## config.mk

```make
export PLATFORM = sky130hd
export DESIGN_NAME = vga_pattern_engine
export DESIGN_NICKNAME = d
export VERILOG_FILES = /design/src/rtl/vga_pattern_pkg.sv /design/src/rtl/vga_frame_stepper.sv /design/src/rtl/vga_pattern_engine.sv
export SDC_FILE = /design/constraint.sdc
export NUM_CORES = 1
export LEC_CHECK = 0
export BUFFER_PORTS_ARGS = -buffer_cell sky130_fd_sc_hd__clkbuf_2
export CORE_ASPECT_RATIO = 1.2
export CORE_UTILIZATION = 58
export DETAILED_ROUTE_END_ITERATION = 6
export PLACE_DENSITY = 0.85
export SLEW_MARGIN = 15
export SYNTH_ARGS = -nofsm -noshare
export SYNTH_HDL_FRONTEND = slang
export SYNTH_SLANG_ARGS = --single-unit
```

## constraint.sdc

```tcl
create_clock -name clk -period 6.1 [get_ports clk]
set_clock_uncertainty 0.15 [all_clocks]
set_input_delay 1.22 -clock clk [delete_from_list [all_inputs] [get_ports clk]]
set_output_delay 1.22 -clock clk [all_outputs]
set_load 0.02 [all_outputs]
```

## src/rtl/vga_pattern_pkg.sv

```systemverilog
// Shared constants for the VGA test-pattern engine: pattern modes and
// the width of the frame-rate prescaler derived from the speed field.
package vga_pattern_pkg;

  typedef enum logic [1:0] {
    MODE_CHECKER  = 2'd0,
    MODE_SCROLL   = 2'd1,
    MODE_GRADIENT = 2'd2,
    MODE_SOLID    = 2'd3
  } mode_e;

  localparam int SPEED_BITS = 2;
  // Largest prescale window is 2^(2^SPEED_BITS - 1) frames; presc counts up to that minus one.
  localparam int PRESC_BITS = (1 << SPEED_BITS) - 1;

endpackage

```

## src/rtl/vga_frame_stepper.sv

```systemverilog
// Frame tick detection (rising edge of vsync) plus a prescaled, pausable
// up/down scroll counter that advances once every 2^speed frames.
module vga_frame_stepper
  import vga_pattern_pkg::*;
#(
  parameter int COUNT_BITS = 10
) (
  input  logic                  clk,
  input  logic                  reset,
  input  logic                  vsync_in,
  input  logic [SPEED_BITS-1:0] speed,
  input  logic                  pause,
  input  logic                  reverse,
  output logic                  tick,
  output logic [COUNT_BITS-1:0] count
);

  logic                  vsync_d;
  logic [PRESC_BITS-1:0] presc;
  logic [PRESC_BITS-1:0] presc_max;

  assign tick = vsync_in & ~vsync_d;

  always_comb begin
    presc_max = PRESC_BITS'((32'd1 << speed) - 32'd1);
  end

  // vsync_d resets high so a vsync already high at release is not a tick.
  always_ff @(posedge clk) begin
    if (reset) begin
      vsync_d <= 1'b1;
      presc   <= '0;
      count   <= '0;
    end else begin
      vsync_d <= vsync_in;
      if (tick && !pause) begin
        // >= lets a shrinking speed close the current window immediately.
        if (presc >= presc_max) begin
          presc <= '0;
          count <= reverse ? (count - COUNT_BITS'(1)) : (count + COUNT_BITS'(1));
        end else begin
          presc <= presc + PRESC_BITS'(1);
        end
      end
    end
  end

endmodule

```

## src/rtl/vga_pattern_engine.sv

```systemverilog
// Frame-synchronous VGA test-pattern generator: shadows config on vsync rise,
// computes one of four patterns and registers colour together with the syncs.
module vga_pattern_engine
  import vga_pattern_pkg::*;
#(
  parameter int COLOR_BITS   = 2,
  parameter int COORD_BITS   = 10,
  parameter int COUNT_BITS   = 10,
  parameter int TILE_SHIFT   = 5,
  parameter int SCROLL_SHIFT = 6
) (
  input  logic                    clk,
  input  logic                    reset,
  input  logic [COORD_BITS-1:0]   pix_x,
  input  logic [COORD_BITS-1:0]   pix_y,
  input  logic                    display_on,
  input  logic                    hsync_in,
  input  logic                    vsync_in,
  input  logic [1:0]              mode,
  input  logic [SPEED_BITS-1:0]   speed,
  input  logic                    pause,
  input  logic                    reverse,
  input  logic [3*COLOR_BITS-1:0] solid_rgb,
  output logic [COLOR_BITS-1:0]   r,
  output logic [COLOR_BITS-1:0]   g,
  output logic [COLOR_BITS-1:0]   b,
  output logic                    hsync_out,
  output logic                    vsync_out,
  output logic [COUNT_BITS-1:0]   frame_count
);

  localparam int RGB_BITS = 3 * COLOR_BITS;
  localparam int S = SCROLL_SHIFT;
  localparam int T = TILE_SHIFT;

  logic                  tick;
  mode_e                 mode_s;
  logic [SPEED_BITS-1:0] speed_s;
  logic                  pause_s;
  logic                  reverse_s;
  logic [RGB_BITS-1:0]   solid_s;

  logic [SPEED_BITS-1:0] speed_eff;
  logic                  pause_eff;
  logic                  reverse_eff;

  always_ff @(posedge clk) begin
    if (reset) begin
      mode_s    <= MODE_CHECKER;
      speed_s   <= '0;
      pause_s   <= 1'b0;
      reverse_s <= 1'b0;
      solid_s   <= '0;
    end else if (tick) begin
      mode_s    <= mode_e'(mode);
      speed_s   <= speed;
      pause_s   <= pause;
      reverse_s <= reverse;
      solid_s   <= solid_rgb;
    end
  end

  // The stepper acts only on tick, where it must see the config being captured.
  assign speed_eff   = tick ? speed   : speed_s;
  assign pause_eff   = tick ? pause   : pause_s;
  assign reverse_eff = tick ? reverse : reverse_s;

  vga_frame_stepper #(
    .COUNT_BITS(COUNT_BITS)
  ) u_stepper (
    .clk      (clk),
    .reset    (reset),
    .vsync_in (vsync_in),
    .speed    (speed_eff),
    .pause    (pause_eff),
    .reverse  (reverse_eff),
    .tick     (tick),
    .count    (frame_count)
  );

  logic [COORD_BITS-1:0] c;

  generate
    if (COUNT_BITS >= COORD_BITS) begin : g_c_trunc
      assign c = frame_count[COORD_BITS-1:0];
    end else begin : g_c_ext
      assign c = {{(COORD_BITS-COUNT_BITS){1'b0}}, frame_count};
    end
  endgenerate

  logic [COORD_BITS-1:0] mx;
  logic [COORD_BITS-1:0] my;
  logic [COORD_BITS-1:0] ix;
  logic [COORD_BITS-1:0] iy;
  logic                  unused_coord_bits;

  assign mx = pix_x + c;
  assign my = pix_y + c;
  assign ix = pix_x - c;
  assign iy = pix_y - c;
  assign unused_coord_bits = ^{mx, my, ix, iy};

  logic                  chk_t;
  logic                  scr_lo;
  logic [COLOR_BITS-1:0] grad_r;
  logic [COLOR_BITS-1:0] grad_g;

  assign chk_t  = mx[T] ^ pix_y[T];
  assign scr_lo = pix_x[T] ^ pix_y[T];
  assign grad_r = mx[S -: COLOR_BITS];
  assign grad_g = pix_y[S -: COLOR_BITS];

  logic [COLOR_BITS-1:0] r_p;
  logic [COLOR_BITS-1:0] g_p;
  logic [COLOR_BITS-1:0] b_p;

  always_comb begin
    r_p = '0;
    g_p = '0;
    b_p = '0;
    case (mode_s)
      MODE_CHECKER: begin
        r_p = {COLOR_BITS{chk_t}};
        g_p = {COLOR_BITS{chk_t}};
        b_p = {COLOR_BITS{chk_t}};
      end
      MODE_SCROLL: begin
        // Low bits carry a static tile pattern; only the MSB scrolls.
        r_p = {COLOR_BITS{scr_lo}};
        g_p = {COLOR_BITS{scr_lo}};
        b_p = {COLOR_BITS{scr_lo}};
        r_p[COLOR_BITS-1] = ix[S] ^ mx[S];
        g_p[COLOR_BITS-1] = mx[S] ^ my[S];
        b_p[COLOR_BITS-1] = mx[S] ^ iy[S];
      end
      MODE_GRADIENT: begin
        r_p = grad_r;
        g_p = grad_g;
        b_p = grad_r ^ grad_g;
      end
      MODE_SOLID: begin
        r_p = solid_s[RGB_BITS-1 -: COLOR_BITS];
        g_p = solid_s[2*COLOR_BITS-1 -: COLOR_BITS];
        b_p = solid_s[COLOR_BITS-1:0];
      end
      default: begin
        r_p = '0;
        g_p = '0;
        b_p = '0;
      end
    endcase
  end

  always_ff @(posedge clk) begin
    if (reset) begin
      r         <= '0;
      g         <= '0;
      b         <= '0;
      hsync_out <= 1'b0;
      vsync_out <= 1'b0;
    end else begin
      hsync_out <= hsync_in;
      vsync_out <= vsync_in;
      r         <= display_on ? r_p : '0;
      g         <= display_on ? g_p : '0;
      b         <= display_on ? b_p : '0;
    end
  end

endmodule
```

==> results.sh <==
export IMPL_die_w_um=59.7
export IMPL_critPathCaptureType="flip-flop"
export IMPL_cts_sinks=33
export IMPL_globalplace_congestion=0.920
export IMPL_antenna_left=0
export IMPL_grt_pass1_wl_um=7870
export IMPL_syn_inst=274
export IMPL_grt_pass1_vias=1886
export IMPL_cp_required_ns=6.18
export IMPL_stdcell_count=373
export IMPL_rr_endpoint="u_stepper.count[8]"
export IMPL_htreeDepth=2
export IMPL_tritoncts="yes"
export IMPL_vias=2015
export IMPL_cp_arrival_ns=4.26
export IMPL_hold_violations=0
export IMPL_rows=24
export IMPL_cts_buffer_depth=2
export IMPL_vdd_drop_max_v=0.000141
export IMPL_hold_buffers=0
export IMPL_p_leak_nw=1.25
export IMPL_drive_above_1_share_pct=20.6
export IMPL_layout_commonest_cell="clkbuf_2"
export IMPL_fin_tns_setup_ns=0
export IMPL_wire_per_inst_um=12.4
export IMPL_p_clk_share_pct=43.9
export IMPL_wirelength_um=4610
export IMPL_die_h_um=71.3
export IMPL_synth_net_count=344
export IMPL_yosysTopAreaCellShare_pct=28.5
export IMPL_maxSlewViolCount=0
export IMPL_drt_iter0_markers=81
export IMPL_multi_input_area_sq_um=1560
export IMPL_ys_warn_count=0
export IMPL_synth_edff_count=0
export IMPL_endpoint="u_stepper.count[8]"
export IMPL_fp_coreArea_sq_um=3720
export IMPL_antenna_found_initial=0
export IMPL_path_clk_slew_ns=0.07
export IMPL_yosys_area_top_type="dfxtp_1"
export IMPL_holdWs_ns=0.307
export IMPL_cts_setup_buffers=0
export IMPL_outcome="finished clean"
export IMPL_finalCritPeriodShare_pct=68.6
export IMPL_numCtsBuffers=5
export IMPL_p_sw_share_pct=24.1
export IMPL_finalCoreUtilization_pct=73.1
export IMPL_ys_ff_latch=33
export IMPL_synthArstFlopShare_pct=0
export IMPL_numPortBuffers=48
export IMPL_worst_slew_pin_slew_ns=0.691
export IMPL_cp_max_fo=9
export IMPL_yosysUniqueCellTypes=45
export IMPL_avgSynthCellArea_sq_um=8.46
export IMPL_diodes=0
export IMPL_syn_cell_area_sq_um=2320
export IMPL_hpwl_um=3490
export IMPL_grt_remaining_overflow=0
export IMPL_ys_top_cells_by_area="dfxtp_1, ha_1, a21oi_1, nand2_1, nor2_1"
export IMPL_ctsRootBufferMaster="clkbuf_8"
export IMPL_drc_errors=0
export IMPL_pwr_share_seq_pct=40.7
export IMPL_drv_cap=0
export IMPL_place_inst=365
export IMPL_power_density_nw_per_um2=205
export IMPL_vias_per_cell=5.40
export IMPL_r2r_start="u_stepper.vsync_d"
export IMPL_synth_ff_type="dfxtp_1"
export IMPL_grt_use_total_pct=24.2
export IMPL_combPwrFrac_pct=15.4
export IMPL_clk_insertion_delay_late_ns=0.28
export IMPL_grt_setup_unrepaired="no"
export IMPL_die_area_sq_um=4260
export IMPL_ys_seq_area_share_pct=28.5
export IMPL_p_int_w=0.000423
export IMPL_fmax_ghz=0.239
export IMPL_startpoint_type="input pin"
export IMPL_grt_max_degree=33
export IMPL_slew_headroom_pct=53.9
export IMPL_reg2reg_depth=11
export IMPL_ios=55
export IMPL_areaGrowthSynthToFinish_pct=17.3
export IMPL_cts_repair_resized=0
export IMPL_first_pass_iters=4
export IMPL_fin_crit_ns=4.19
export IMPL_mostFrequentLayoutCells="clkbuf_2, a21oi_1, dfxtp_1, ha_1, nand2_1"
export IMPL_critPathLaunch="vsync_in"
export IMPL_hp_class="flip-flop to flip-flop"
export IMPL_p_sw_w=0.000135
export IMPL_worst_setup_path_type="input pin to flip-flop"
export IMPL_initial_core_util_pct=62.3
export IMPL_rrSetupSlack_ns=2.67
export IMPL_finalSetupViolCount=0
export IMPL_fillCellCount=301
export IMPL_seq_area_sq_um=661
export IMPL_fin_nets=390
==> layer usage <==
metal | part of all wire (%) | GRT usage [%] | vias up
met5 | 0 | 0 | -
met4 | 2.0 | 10.1 | 0
met3 | 3.1 | 5.42 | 11
met2 | 49 | 40.6 | 36
met1 | 45 | 29.2 | 916
li1 | - | - | 1052
==> cell families after synthesis <==
logic type               count (synthesis)  share of synthesized area (%)
AND/OR/NAND/NOR                         87                           18.5
AO/OA/AOI/OAI                           71                           19.4
adder cells (fa/ha/maj)                 33                           18.1
flip-flops                              33                           28.5
buffers and inverters                   26                           4.37
XOR/XNOR                                15                           7.07
multiplexers                             9                           4.05
==> final cells by class <==
| cell class | instances | area share, % |
|---|---|---|
| Multi-Input combinational cell | 215 | 57.2 |
| Sequential cell | 33 | 24.3 |
| Timing Repair Buffer | 48 | 8.83 |
| Clock inverter | 3 | 2.39 |
| Inverter | 17 | 2.35 |
| Clock buffer | 5 | 2.53 |
| Tap cell | 52 | 2.39 |
==> critical path: stages <==
cell      delay (ns)
clkbuf_2        0.10
nor2b_1         0.52
mux2i_1         0.40
inv_1           0.26
ha_1            0.38
nor2b_1         0.15
o21ai_0         0.21
a21oi_1         0.13
o21ai_1         0.19
a21oi_1         0.12
or4b_1          0.49
nand3_1         0.09
==> through the flow <==
stage	setup WS (ns)	total power (W)	instance area, sq um
5_1_grt	1.59	0.000583	2720
3_5_place_dp	1.61	0.000317	2590
3_3_place_gp	1.65	0.000314	2590
4_1_cts	1.90	0.000561	2720
6_report	1.91	0.000558	2720
2_1_floorplan	2.34	0.000292	2320
==> synthesized netlist by cell type, drive strengths merged, types with 2 or more instances <==
cell type and number:
o31ai 5, nand3b 2, nor3 7, nand2b 7
nand2 25, dfxtp 33, o21ai 12, or2 2
ha 32, a211oi 3, mux2i 6, clkbuf 5
nor2 23, a31oi 5, a21oi 34, buf 4
xnor2 9, a22oi 2, nand3 4, mux2 3
a21o 4, or3 3, inv 17, xor2 5
nor2b 10
==> power by group through the flow <==
stage,sequential [W],clock [W],combinational [W]
CTS,0.000227,0.000248,0.0000863
global route,0.000228,0.000258,0.0000970
finish,0.000227,0.000245,0.0000859
global placement,0.000232,0,0.0000828
floorplan,0.000235,0,0.0000563
detailed placement,0.000232,0,0.0000856
==> worst min-delay path by stage <==
stage	startpoint	endpoint	slack (ns)	depth (start not counted)
floorplan	solid_s[3]	solid_s[3]	0.28	2
finish	solid_s[5]	solid_s[5]	0.31	2
global placement	solid_s[4]	solid_s[4]	0.29	2
CTS	solid_s[4]	solid_s[4]	0.31	2
global route	solid_s[4]	solid_s[4]	0.35	2
detailed placement	solid_s[4]	solid_s[4]	0.30	2
==> registers in the layout, indices dropped and copies added, names as in the netlist <==
register	cells
g	2
u_stepper.vsync_d	1
u_stepper.count	10
r	2
hsync_out	1
speed_s	2
reverse_s	1
u_stepper.presc	3
mode_s	2
b	2
solid_s	6
vsync_out	1
(Power assumes the default switching activity.)
